### src/rtl/rr_arb_pkg.sv
// rtl/rr_arb_pkg.sv - shared types and default sizes for the round-robin register arbiter
package rr_arb_pkg;

  // Default number of requesters and shared register width
  localparam int RR_DEF_N = 4;
  localparam int RR_DEF_W = 8;

  typedef enum logic {
    IDLE  = 1'b0,
    GRANT = 1'b1
  } state_t;

endpackage

### src/rtl/rr_pick.sv
// rtl/rr_pick.sv - combinational round-robin winner search starting at a pointer
module rr_pick
  import rr_arb_pkg::*;
#(
  parameter int N  = RR_DEF_N,
  parameter int PW = 2
) (
  input  logic [N-1:0]  i_req,
  input  logic [PW-1:0] i_ptr,
  output logic [N-1:0]  o_gnt,
  output logic [PW-1:0] o_idx
);

  logic [PW-1:0] w_j;
  logic          w_found;

  // Walk upward from the pointer with wrap; the first set request wins
  always_comb begin
    o_gnt   = '0;
    o_idx   = '0;
    w_found = 1'b0;
    w_j     = '0;
    for (int k = 0; k < N; k++) begin
      w_j = PW'((int'(i_ptr) + k) % N);
      if (!w_found && i_req[w_j]) begin
        o_gnt[w_j] = 1'b1;
        o_idx      = w_j;
        w_found    = 1'b1;
      end
    end
  end

endmodule

### src/rtl/rr_reg_arbiter.sv
// rtl/rr_reg_arbiter.sv - round-robin arbiter owning a shared register; optional grant lock under RR_ARB_LOCK_EN
module rr_reg_arbiter
  import rr_arb_pkg::*;
#(
  parameter int N = RR_DEF_N,
  parameter int W = RR_DEF_W
) (
  input  logic           clk,
  input  logic           rst,
  input  logic [N-1:0]   req,
`ifdef RR_ARB_LOCK_EN
  input  logic [N-1:0]   lock,
`endif
  input  logic [N*W-1:0] wdata,
  output logic [N-1:0]   gnt,
  output logic [W-1:0]   q,
  output logic           upd,
  output logic           busy
);

  localparam int PW = (N > 1) ? $clog2(N) : 1;

  state_t        r_state;
  state_t        w_state_nxt;
  logic [N-1:0]  r_gnt;
  logic [N-1:0]  w_gnt_nxt;
  logic [W-1:0]  r_q;
  logic [W-1:0]  w_q_nxt;
  logic          r_upd;
  logic          w_upd_nxt;
  logic [PW-1:0] r_ptr;
  logic [PW-1:0] w_ptr_nxt;
  logic [PW-1:0] r_win;
  logic [PW-1:0] w_win_nxt;

  logic [N-1:0]  w_pick_gnt;
  logic [PW-1:0] w_pick_idx;
  logic [W-1:0]  w_win_data;
  logic          w_wr;
  logic          w_hold;

  rr_pick #(
    .N  (N),
    .PW (PW)
  ) u_pick (
    .i_req (req),
    .i_ptr (r_ptr),
    .o_gnt (w_pick_gnt),
    .o_idx (w_pick_idx)
  );

  // The current winner still wants to write only while its request stays up
  assign w_wr = req[r_win];

`ifdef RR_ARB_LOCK_EN
  assign w_hold = w_wr && lock[r_win];
`else
  assign w_hold = 1'b0;
`endif

  // Select the winner's slice of the flat write bus
  always_comb begin
    w_win_data = '0;
    for (int i = 0; i < N; i++) begin
      if (r_win == PW'(i)) begin
        w_win_data = wdata[i*W +: W];
      end
    end
  end

  // Next-state and next-output logic for the IDLE/GRANT machine
  always_comb begin
    w_state_nxt = r_state;
    w_gnt_nxt   = r_gnt;
    w_q_nxt     = r_q;
    w_upd_nxt   = 1'b0;
    w_ptr_nxt   = r_ptr;
    w_win_nxt   = r_win;
    case (r_state)
      IDLE: begin
        if (|req) begin
          w_state_nxt = GRANT;
          w_gnt_nxt   = w_pick_gnt;
          w_win_nxt   = w_pick_idx;
        end
      end
      GRANT: begin
        if (w_wr) begin
          w_q_nxt   = w_win_data;
          w_upd_nxt = 1'b1;
        end
        if (!w_hold) begin
          // Pointer moves past the winner even when its write was cancelled
          w_state_nxt = IDLE;
          w_gnt_nxt   = '0;
          w_ptr_nxt   = (r_win == PW'(N-1)) ? '0 : r_win + 1'b1;
        end
      end
      default: begin
        w_state_nxt = IDLE;
        w_gnt_nxt   = '0;
      end
    endcase
  end

  // State register; reset also aborts any write in flight
  always_ff @(posedge clk) begin
    if (rst) begin
      r_state <= IDLE;
      r_gnt   <= '0;
      r_q     <= '0;
      r_upd   <= 1'b0;
      r_ptr   <= '0;
      r_win   <= '0;
    end else begin
      r_state <= w_state_nxt;
      r_gnt   <= w_gnt_nxt;
      r_q     <= w_q_nxt;
      r_upd   <= w_upd_nxt;
      r_ptr   <= w_ptr_nxt;
      r_win   <= w_win_nxt;
    end
  end

  assign gnt  = r_gnt;
  assign q    = r_q;
  assign upd  = r_upd;
  assign busy = (r_state == GRANT);

endmodule

### config.mk
export PLATFORM = sky130hd
export DESIGN_NAME = rr_reg_arbiter
export DESIGN_NICKNAME = d
export VERILOG_FILES = /design/src/rtl/rr_arb_pkg.sv /design/src/rtl/rr_pick.sv /design/src/rtl/rr_reg_arbiter.sv
export SDC_FILE = /design/constraint.sdc
export NUM_CORES = 1
export LEC_CHECK = 0
export CAP_MARGIN = 20
export CORE_AREA = 4 4 62 64
export DETAILED_ROUTE_END_ITERATION = 8
export DIE_AREA = 0 0 66 68
export GPL_ROUTABILITY_DRIVEN = 0
export PLACE_DENSITY = 0.81
export RECOVER_POWER = 50
export REMOVE_ABC_BUFFERS = 1
export SLEW_MARGIN = 10
export SYNTH_ARGS = -nofsm -noshare
export SYNTH_HDL_FRONTEND = slang
export SYNTH_SLANG_ARGS = --single-unit
export TNS_END_PERCENT = 20
### constraint.sdc
create_clock -name clk -period 2.6 [get_ports clk]
set_input_delay 0.39 -clock clk [delete_from_list [all_inputs] [get_ports clk]]
set_output_delay 0.39 -clock clk [all_outputs]
set_load 0.01 [all_outputs]
==> metrics.txt, run 1 <==
run status=completed; Final Hold Viols=0; Worst EP required=~2.8 ns; Synth top cells by count=dfxtp_1 (18), nor3_1 (17), nor2b_1 (13), ha_1 (12), a221oi_1 (11); CTS H-tree depth=1; Area contributors post-synth=dfxtp_1 (26%), ha_1 (11%), mux4_2 (8.0%), a221oi_1 (6.9%), nor3_1 (6.1%); Sw Share=0.342; r2r worst-path depth=7; count leader, synth=dfxtp_1; Period minus WS final=2.07 ns; crit-path leading delay family=simple AND/OR/NAND/NOR gates; die area=4490 sq um; Hold Startpoint=gnt[2]; Hold Path Class=flip-flop to flip-flop; Core Box Area=between 3000 and 4000 sq um; fraction of registers with async set/reset=0; setup TNS=0 ns; Num CTS Buffers=3; Combinational Power Share=0.452; post-CTS setup buffer count=0; I/O pins=52; Syn Std Cell Area=around 1400 sq um; first-pass GRT wire length=6.39 mm; clock tree buffer depth=2; post-cts sizing count=0; worst reg2reg endpoint=q[1]; CTS sink cnt=18; setup violators final=0; register-to-register setup slack=around 0.57 ns; Peak VDD IR=approximately 0.2 mV; Skew-Pair Late Insertion Delay=0.30 ns; Hold Path Stages=2; Final Util=0.600; DR pass1 iterations=4; Leak=between 0.7 and 0.8 nW; final non-filler cell total=between 200 and 250; Worst path slowest cell=dlygate4sd3_1; GRT Overall Usage=0.181; slowest cell delay on critical path=0.65 ns; final setup margin=0.534 ns; post-route ant nets=0; Hold WS=between 0.5 and 0.6 ns; number of core rows=21; Int Power=approximately 0.60 mW; Pwr Density=roughly 470 nW/um^2; Hold Crit Endpoint=gnt[2]; clock share of power=0.189; Slew HR=0.597; placed cells=between 200 and 250; IO buf count=a little over 50; RSZ-0062 raised after global routing=false; top-area cell type share of the netlist area=0.257; residual DRC count=0; initial antenna violation count=0; vias in the first global route=about 1300; Fmax achieved=around 480 MHz; Ys Warns=0; drt total wl=a little under 4 mm; Worst EP arrival=between 2 and 2.5 ns; antenna cell count=0; dpl cell area=just under 2000 sq um; Crit Path Category=input pin to flip-flop; Die Y=between 60 and 70 microns; Syn Area/Cell=slightly above 9 sq um; Die W=66 microns; DP Wirelength=2.98 mm; maxcap violations=0; EDFF count, synth=0; total power=0.920 mW; cts hold-fix bufs=0; Yosys reg bits=18; Place WS=0.314 ns; DRT iter0 DRCs=between 100 and 150; final instance area=1970 sq um; Setup crit end kind=flip-flop; Sw Pwr=0.315 mW; TritonCTS clock tree=built; Slew Viols, Final=0; dominant synthesized flop cell=dfxtp_1; Overflow after GRT=0; post-DR wirelength/cell=between 15 and 20 microns; register area share after synthesis=0.257; nets=about 250; largest net degree at the start of global routing=18; Synth area leader=dfxtp_1; Max Fanout on Critical Path=9; clock transition at the registers of the reported paths=approximately 0.1 ns; Starting Density=0.427; origin of the critical flop-to-flop path=r_win[1]; CP startpoint=req[1]; Final Skew=0.00767 ns; Area Growth Syn to Fin=40.4%; layout cells sized above 1=0.0941; Mapped Cells=155; Worst-Margin Slew=between 0.6 and 0.7 ns; WP buf/inv=2; part of the power in registers=0.359; vias per cell=~5.7; CP Cell Sequence=dlygate4sd3_1, nor4_1, or3_1, inv_1, and3_4, a22oi_1, o31ai_1; Yosys cell types=34; vias=about 1400; Final period util=0.795; Root Buffer=clkbuf_4; CP startpoint kind=input pin
[state kept, by name, indices dropped and copies added (netlist names)]
signal  count
q           8
gnt         4
r_ptr       2
r_win       2
busy        1
upd         1
[tightest hold or removal path: cells and delay by family, from the launching register on]
family          cells  cell delay (ns)
flops               1             0.34
compound gates      2             0.14
[layer usage]
layer | vias up | wire length (microns) | share of wire | track usage
li1 | 689 | - | - | -
met1 | 652 | 1780 | 0.45 | 0.230
met2 | 58 | 1790 | 0.45 | 0.303
met3 | 6 | 342 | 0.086 | 0.0411
met4 | 0 | 49 | 0.012 | 0.0609
met5 | - | 0 | 0 | 0
[worst max-delay path by stage]
stage | slack, ns | depth (start not counted) | to
floorplan | 0.44 | 7 | r_win[1]
detailed placement | 0.31 | 5 | gnt[1]
CTS | 0.53 | 1 | busy
finish | 0.53 | 7 | gnt[3]
global route | 0.33 | 7 | q[3]
global placement | 0.41 | 7 | gnt[3]
[placed cells by master (no fill, tap or decap), types with 9 or more instances in the layout]
| master | synthesis | final |
|---|---|---|
| nor2b_1 | 13 | 13 |
| dlygate4sd3_1 | 0 | 14 |
| nor3_1 | 17 | 17 |
| a211oi_1 | 9 | 9 |
| ha_1 | 12 | 12 |
| a21oi_1 | 9 | 9 |
| dfxtp_1 | 18 | 18 |
| nor2_1 | 9 | 9 |
| a221oi_1 | 11 | 11 |
| clkdlybuf4s50_1 | 0 | 37 |
[power groups by stage]
stage                     registers, mW  logic (mW)  clock network [mW]
after floorplan                   0.353       0.234                   0
after global placement            0.336       0.411                   0
after detailed placement          0.337       0.421                   0
after CTS                         0.331       0.425               0.178
after global routing              0.335       0.456               0.193
final                             0.330       0.416               0.173
[cell families after synthesis]
| logic type | count (synthesis) | share of synthesized area |
|---|---|---|
| simple gates | 52 | 0.219 |
| compound gates | 46 | 0.237 |
| flops | 18 | 0.257 |
| buf+inv | 16 | 0.0562 |
| fa+ha+maj | 12 | 0.107 |
| mux | 11 | 0.124 |
[layout make-up]
class,instances,area (sq um)
well taps,46,57.6
flip-flops and latches,18,360
multi-input cells,121,963
inverters,5,18.8
clock buffers,4,36.3
fillers,289,1320
repair buffers,54,533
Note: power is estimated with default switching activity, not from simulation.
==> run 2: changes to the inputs <==
--- a/config.mk
+++ b/config.mk
@@ -6,11 +6,11 @@
 export NUM_CORES = 1
 export LEC_CHECK = 0
 export CAP_MARGIN = 20
-export CORE_AREA = 4 4 62 64
+export CORE_AREA = 4 4 65 67
 export DETAILED_ROUTE_END_ITERATION = 8
-export DIE_AREA = 0 0 66 68
+export DIE_AREA = 0 0 69 71
 export GPL_ROUTABILITY_DRIVEN = 0
-export PLACE_DENSITY = 0.81
+export PLACE_DENSITY = 0.78
 export RECOVER_POWER = 50
 export REMOVE_ABC_BUFFERS = 1
 export SLEW_MARGIN = 10
==> constraint.sdc (replaced) <==
create_clock -name clk -period 1.7 [get_ports clk]
set_input_delay 0.255 -clock clk [delete_from_list [all_inputs] [get_ports clk]]
set_output_delay 0.255 -clock clk [all_outputs]
set_load 0.01 [all_outputs]
==> metrics.txt, run 2 (synthesized netlist as in run 1, its figures left out) <==
commonest non-fill, non-tap cell in the layout=clkdlybuf4s50_1; DR pass1 iterations=4; post-DR wirelength/cell=around 15 microns; Root Buffer=clkbuf_8; initial antenna violation count=0; setup violators final=3; failing checks=setup timing; max FFs per register=8; post-route ant nets=0; Period minus WS final=around 1.7 ns; final setup margin=-0.00485 ns; clock share of power=0.219; most frequent cells in the layout=clkdlybuf4s50_1 (39), buf_4 (20), nor3_1 (17); total power=1.59 mW; Crit Path Category=flip-flop to flip-flop; layout cells sized above 1=0.231; Final period util=1.00; Slew Viols, Final=0; Die Y=a little over 70 microns; Sw Pwr=0.514 mW; Combinational Power Share=0.468; Area Growth Syn to Fin=55.9%; Worst-Margin Slew=0.522 ns; vias in the first global route=between 1000 and 1500; Fmax achieved=slightly below 600 MHz; r2r worst-path depth=7; Int Power=1.08 mW; Peak VDD IR=approximately 0.54 mV; Worst EP required=~1.9 ns; first-pass GRT wire length=about 6.5 mm; Worst path slowest cell=mux4_2; CTS sink cnt=18; Setup crit end kind=flip-flop; CP startpoint kind=flip-flop; Num CTS Buffers=3; Hold Path Class=flip-flop to flip-flop; Hold WS=a little under 0.5 ns; DRT iter0 DRCs=26; residual DRC count=0; Final Skew=about 0.0012 ns; drt total wl=4.05 mm; Pwr Density=728 nW/um^2; Final Hold Viols=0; nets=272; Starting Density=0.386; number of fill cells=between 300 and 400; antenna cell count=0; largest net degree at the start of global routing=17; I/O pins=between 50 and 60; Sw Share=0.323; number of core rows=22; Skew-Pair Late Insertion Delay=between 0.2 and 0.3 ns; run status=finished, violations left; Core Box Area=approximately 3600 sq um; setup TNS=-0.00688 ns; vias=1446; Slew HR=0.652; slowest cell delay on critical path=0.40 ns; die area=around 4900 sq um; CP Cell Sequence=inv_2, ha_4, mux4_2, nand2b_4, a21boi_2, o211ai_1, a31oi_1; CTS H-tree depth=1; Leak=between 0.8 and 0.9 nW; IO buf count=a little over 50; TritonCTS clock tree=built; GRT Overall Usage=0.160; Die W=69 microns; RSZ-0062 raised after global routing=true; clock tree buffer depth=2; vias per cell=~5.4; part of the power in registers=0.313; clock transition at the registers of the reported paths=around 0.07 ns; Worst EP arrival=1.88 ns; maxcap violations=0; Overflow after GRT=0; Max Fanout on Critical Path=8; cts hold-fix bufs=0; Hold Path Stages=2; DP Wirelength=approximately 3.2 mm
## run 2: cell count changes in the layout (fill, tap and decap cells not counted), sizes merged
cell / delta
buf: +19
dlygate4sd3: -6
dlygate4sd2: +4
clkdlybuf4s50: +2
## run 2: what timing repair did
action,4_1_cts,5_1_grt
gates resized for setup,14,8
pin swaps,1,3
endpoints found under the setup margin,14,13
setup buffers,1,0
## run 2: worst paths after layout
kind	start	end	slack (ns)
hold / removal	gnt[1]	gnt[1]	0.48
hold reg to reg	gnt[1]	gnt[1]	0.48
setup / recovery	r_ptr[0]	r_win[1]	-0.005
setup reg to reg	r_ptr[0]	r_win[1]	-0.005
## run 2: cell type report
type	count	area (sq um)	area share
multi-input cells	121	1010	0.462
repair buffers	73	678	0.310
flip-flops and latches	18	365	0.167
well taps	48	60.1	0.0275
clock buffers	4	55.1	0.0252
inverters	5	18.8	0.00858
## run 2: power groups by stage
stage / logic, mW / clock network (mW) / registers [mW]
after global placement: 0.698 / 0 / 0.503
after floorplan: 0.357 / 0 / 0.539
after CTS: 0.729 / 0.356 / 0.498
final: 0.745 / 0.349 / 0.498
after detailed placement: 0.709 / 0 / 0.504
after global routing: 0.811 / 0.377 / 0.504
## run 2: metal layers
| layer | GRT usage | vias up | part of all wire | wire [microns] |
|---|---|---|---|---|
| met5 | 0 | - | 0 | 0 |
| met3 | 0.0284 | 10 | 0.028 | 113 |
| li1 | - | 721 | - | - |
| met4 | 0.0607 | 0 | 0.029 | 119 |
| met1 | 0.194 | 681 | 0.43 | 1730 |
| met2 | 0.283 | 34 | 0.51 | 2090 |
## run 2: worst max-delay path: cells and delay by family (launching register included)
kind	cells	cell delay, ns
simple gates	1	0.19
buf+inv	1	0.06
flops	1	0.35
compound gates	3	0.36
mux	1	0.40
fa+ha+maj	1	0.27
## run 2: stage by stage
step / setup slack [ns] / util / std cells / area (sq um)
after global routing: -0.0867 / 0.602 / 269 / 2190
after global placement: -0.338 / 0.570 / 264 / 2070
after floorplan: -0.462 / - / 144 / 1340
after detailed placement: -0.383 / 0.570 / 264 / 2070
final: -0.00485 / 0.602 / 269 / 2190
after CTS: -0.00253 / 0.595 / 269 / 2160
